**config.mk**
```make
export PLATFORM = sky130hd
export DESIGN_NAME = multi_sync_debounce
export DESIGN_NICKNAME = d
export VERILOG_FILES = /design/src/rtl/multi_sync_debounce.sv
export SDC_FILE = /design/constraint.sdc
export NUM_CORES = 1
export LEC_CHECK = 0
export BUFFER_PORTS_ARGS = -buffer_cell sky130_fd_sc_hd__buf_2
export CAP_MARGIN = 5
export CORE_MARGIN = 2
export CORE_UTILIZATION = 52
export DETAILED_ROUTE_END_ITERATION = 8
export PLACE_DENSITY = 0.85
export SKIP_CTS_REPAIR_TIMING = 1
export SYNTH_ARGS = -nofsm -noshare
export SYNTH_HDL_FRONTEND = slang
export SYNTH_SLANG_ARGS = --single-unit
```
**constraint.sdc**
```tcl
create_clock -name clk -period 1.35 [get_ports clk]
set_input_delay 0.2025 -clock clk [delete_from_list [all_inputs] [get_ports clk]]
set_output_delay 0.2025 -clock clk [all_outputs]
set_load 0.05 [all_outputs]
```
**src/rtl/multi_sync_debounce.sv**
```systemverilog
// N-channel input conditioner: per-channel synchronizer chain, consecutive-sample
// debounce filter, and mode-selectable edge detector with sticky event flags.
module multi_sync_debounce #(
  parameter  int N_CH            = 4,
  parameter  int SYNC_STAGES     = 2,
  parameter  int DEBOUNCE_CYCLES = 4,
  localparam int CNT_W           = $clog2(DEBOUNCE_CYCLES) + 1
) (
  input  logic              clk,
  input  logic              rst_n,
  input  logic [N_CH-1:0]   in,
  input  logic [2*N_CH-1:0] edge_mode,
  input  logic [N_CH-1:0]   evt_clr,
  output logic [N_CH-1:0]   level,
  output logic [N_CH-1:0]   pulse,
  output logic [N_CH-1:0]   evt_flag
);

  localparam logic [1:0] MODE_RISE = 2'b00;
  localparam logic [1:0] MODE_FALL = 2'b01;
  localparam logic [1:0] MODE_BOTH = 2'b10;

  localparam logic [CNT_W-1:0] CNT_MAX = CNT_W'(DEBOUNCE_CYCLES - 1);

  for (genvar c = 0; c < N_CH; c++) begin : g_ch
    logic [SYNC_STAGES-1:0] sync_q;
    logic [CNT_W-1:0]       cnt_q;
    logic                   level_q;
    logic                   pulse_q;
    logic                   flag_q;
    logic                   s;
    logic                   accept;
    logic                   pulse_d;
    logic [1:0]             mode;

    assign s      = sync_q[SYNC_STAGES-1];
    assign accept = (s != level_q) && (cnt_q == CNT_MAX);
    assign mode   = edge_mode[2*c +: 2];

    // The new level equals s on the accepting edge, so s alone tells the edge direction.
    always_comb begin
      pulse_d = 1'b0;
      if (accept) begin
        case (mode)
          MODE_RISE: pulse_d = s;
          MODE_FALL: pulse_d = ~s;
          MODE_BOTH: pulse_d = 1'b1;
          default:   pulse_d = 1'b0;
        endcase
      end
    end

    always_ff @(posedge clk or negedge rst_n) begin
      if (!rst_n) begin
        sync_q <= '0;
      end else begin
        sync_q <= {sync_q[SYNC_STAGES-2:0], in[c]};
      end
    end

    // Any sample matching the current level restarts the count, rejecting glitches.
    always_ff @(posedge clk or negedge rst_n) begin
      if (!rst_n) begin
        cnt_q   <= '0;
        level_q <= 1'b0;
      end else if (s == level_q) begin
        cnt_q <= '0;
      end else if (accept) begin
        cnt_q   <= '0;
        level_q <= s;
      end else begin
        cnt_q <= cnt_q + CNT_W'(1);
      end
    end

    // A new event wins over a simultaneous clear so no event is ever lost.
    always_ff @(posedge clk or negedge rst_n) begin
      if (!rst_n) begin
        pulse_q <= 1'b0;
        flag_q  <= 1'b0;
      end else begin
        pulse_q <= pulse_d;
        flag_q  <= pulse_d | (flag_q & ~evt_clr[c]);
      end
    end

    assign level[c]    = level_q;
    assign pulse[c]    = pulse_q;
    assign evt_flag[c] = flag_q;
  end

endmodule

```
# Word-level counts from Yosys, hierarchy flattened
# Index checks and enable logic that the tools add are counted.
[totals]
reg_bits = 32
inputBits = 18
out_inout_bits = 12
[op_classes]
add_sub_neg = 4
n_eq_ne = 20
n_mux = 16
n_bitwise = 20
reduce_logical = 12
[ops]
columns = ["operator", "n"]
rows = [
  ["$mux 3", 8],
  ["$add 3x1->3 const B", 4],
  ["$eq 3x2->1 const B", 4],
  ["$not 1->1", 12],
  ["$pmux 1 s3", 4],
  ["$eq 2x1->1 const B", 4],
  ["$eq 2x2->1 const B", 4],
  ["$logic_not 2->1", 4],
  ["$reduce_and 2->1", 4],
  ["$and 1x1->1", 4],
  ["$eq 1x1->1", 4],
  ["$logic_and 1x1->1", 4],
  ["$mux 1", 4],
  ["$ne 1x1->1", 4],
  ["$or 1x1->1", 4],
]

# Depth between registers and ports, before layout
[depth]
depth_word = 4
ltp_mapped = 4

# Worst setup path after synthesis
# Ideal clock, no wire load.
[synth_timing]
path_kind = "flip-flop to flip-flop"
start = "register g_ch[0].cnt_q[0]"
end = "register g_ch[0].level_q"
setup_ns = 0.128
arrival_time_ns = 0.989
slack_ns = 0.233
path_stages_with_launch = 4
path_buffers = 0
period_less_slack_ns = 1.117
path_cell_list = "dfrtp_1 ha_1 nand2b_1 mux2_1"
[synth_between]
elab_chain_cells = 3
[synth_lines]
columns = ["element", "line", "rtl"]
rows = [
  ["start: declaration", "27", "logic [CNT_W-1:0] cnt_q;"],
  ["start signal: assignment", "72", "cnt_q <= cnt_q + CNT_W'(1);"],
  ["$eq 3x2->1", "37", "assign accept = (s != level_q) && (cnt_q == CNT_MAX);"],
  ["$logic_and 1x1->1", "37", ""],
  ["$reduce_and 2->1 (no line)", "--", ""],
  ["end signal: assignment", "70", "level_q <= s;"],
  ["end: declaration", "28", "logic level_q;"],
]
# Every way passes these cells.
# A chain may end at the register's enable or synchronous reset.

# Worst setup path in the final report
[layout_timing]
start = "register g_ch[0].level_q"
end = "output port level[0]"
[layout_lines]
columns = ["element", "line", "rtl"]
rows = [
  ["end: declaration", "14", "output logic [N_CH-1:0] level,"],
]
# No word-level cell between the ends.

==> qor.yml <==
timing:
  max_freq_mhz: 780
  fin_worst_skew_ns: 0.00669
  drv_slew: 0
  setup_tns_ns: 0
  worst_slew_pin_slew_ns: 0.370
  rsz0062_at_grt: "false"
  slew_headroom: 0.753
  finalCritPeriodShare: 0.950
  fin_crit_ns: 1.28
  setup_viol: 0
  hold_viol: 0
setup_path:
  crit_path_max_incr_delay_ns: 0.45
  worst-path-max-fanout: 6
  crit_type: "flop to output port"
  crit_path_end_kind: "output port"
  cp_cell_sequence: "buf_2"
  cp_top_family: "flip-flops"
  crit_buf_inv: 1
  cp-start-kind: "flop"
  critPathRequiredTime_ns: 1.15
  cpMaxStageDelayCell: "dfrtp_1"
  worstPathArrival_ns: 1.08
cts:
  max-clock-path-buffers: 2
  clockRootBuffer: "clkbuf_4"
  clock_latency_ns: 0.32
  numCtsBuffers: 5
  clock_sinks: 32
  htree_levels: 2
  cts_tree: "done"
  clk_pin_slew_ns: 0.09
detailed_routing:
  dr.pass1.iters: 4
  antenna_left: 0
  via_per_inst: 4.83
  avgRoutedWirePerCell_um: 11.3
  via_count: 807
  drc: 0
  drt_iter0_drc: 6
  routed_wl_um: 1890
yosys:
  ys_warn_count: 0
  ys_seq_elements: 32
  netlist.area_leader.share: 0.609
  synth_ff_type: "dfrtp_1"
  synthArstFlopShare: 1.00
  synth.distinct_cells: 19
  synth_edf_count: 0
  syn_nets: 128
  syn_avg_cell_area_um2: 12.4
  yosys-top-cells-area: "dfrtp_1, buf_4, nor3b_1"
  muxShareOfSynthArea: 0.00856
  synth_compound_area_frac: 0.0447
  synth_top_family_by_area: "simple AND/OR/NAND/NOR gates"
  synth_fa_ha_area_frac: 0.0381
  synth_top_area_cell: "dfrtp_1"
  syn_area_mm2: 0.00132
  yosys.area_share.simple: 0.165
  ys_seq_area_frac: 0.609
  ys_top_cells_by_count: "dfrtp_1, buf_4, nor3b_1"
  synthCells: 106
  synth_xor_area_frac: 0.0466
  yosysMostFrequentCell: "dfrtp_1"
global_route:
  grt.overflow.total: 0
  grt_start_max_net_pins: 33
  grt_antenna_before_repair: 0
  grt_pass1_wl_um: 3070
  first_global_vias: 763
  track_usage: 0.158
pwr:
  p_leak_nw: 0.767
  ir_drop_mv: 1.45
  powerDensity_mw_per_mm2: 1810
placed_design:
  portBuffers: 29
  dp_hpwl_um: 1440
  gp_congestion: 0.719
outcome:
  status: "completed"
final_layout:
  diodes: 0
  register_area_um2: 801
  drive_gt1_frac: 0.285
  nets: 158
  multi_input_area_um2: 398
  fin_util: 0.634
  fillCellCount: 209
  area_growth_pct: 17.2
floorplan:
  coreArea_mm2: 0.00243
  fp.dieW_um: 54.3
  rows: 18
  initial_core_util: 0.541
  io_pins: 30
  die_h_um: 54.3
  die_area_mm2: 0.00295
run:
  maxCapViolations: 0
min_path:
  hp-class: "input port to flop"
-- per-stage QoR --
stage               hold slack [ns]  total power, mW  area, um^2  worst slack, ns  std cells
CTS                          -0.123             2.82        1490           0.0565        162
finish                       0.0472             2.79        1540           0.0677        167
global route                 0.0273             2.98        1540           0.0169        167
detailed placement            0.237             2.12        1420            0.160        154
global placement              0.233             2.06        1420            0.220        154
floorplan                   -0.0931             2.00        1320            0.233        106
-- cell families after synthesis --
family | after synthesis
flops | 32
simple gates | 33
buf+inv | 19
fa+ha+maj | 4
xor+xnor | 7
compound gates | 10
mux | 1
-- area by class of cell --
class,count,area share
Tap cell,30,0.0244
Clock buffer,6,0.0268
Inverter,7,0.0170
Multi-Input combinational cell,55,0.258
Sequential cell,32,0.519
Timing Repair Buffer,35,0.131
Clock inverter,2,0.0227
-- placed cells by master (no fill, tap or decap), types with 4 or more instances in the layout --
cell type / count
buf_2: 29
clkbuf_4: 5
dfrtp_1: 32
dlygate4sd3_1: 5
ha_1: 4
inv_1: 7
nand2b_1: 4
nor2_1: 4
nor2b_1: 4
nor3b_1: 12
o22ai_1: 4
xnor2_1: 4
-- flip-flops by register name, summed over array words and instances, names as in the netlist --
signal	cells
g_ch.flag_q	4
g_ch.level_q	4
g_ch.sync_q	8
g_ch.cnt_q	12
g_ch.pulse_q	4
-- worst paths after layout --
path,end,cells after the start,slack [ns],start
worst min-delay path,g_ch[0].flag_q,2,0.05,evt_clr[0]
worst max-delay path,level[0],1,0.07,g_ch[0].level_q
min in group asynchronous,g_ch[3].pulse_q,3,0.41,rst_n
max in group asynchronous,g_ch[1].level_q,3,0.67,rst_n
worst max register to register,g_ch[0].level_q,3,0.13,g_ch[0].cnt_q[0]
worst min register to register,g_ch[0].sync_q[1],0,0.35,g_ch[0].sync_q[0]
-- where the power goes --
part           switching [mW]  internal (mW)  total, mW
logic                   0.530          0.290      0.820
clock network           0.301          0.388      0.689
registers               0.144           1.14       1.28
-- routing by layer --
layer,vias to the layer above,wire length [um],GRT usage
met5,-,0,0
met4,0,40,0.100
met3,5,110,0.0574
met2,23,940,0.255
met1,376,797,0.177
li1,403,-,-
Note: power is estimated with default switching activity, not from simulation.
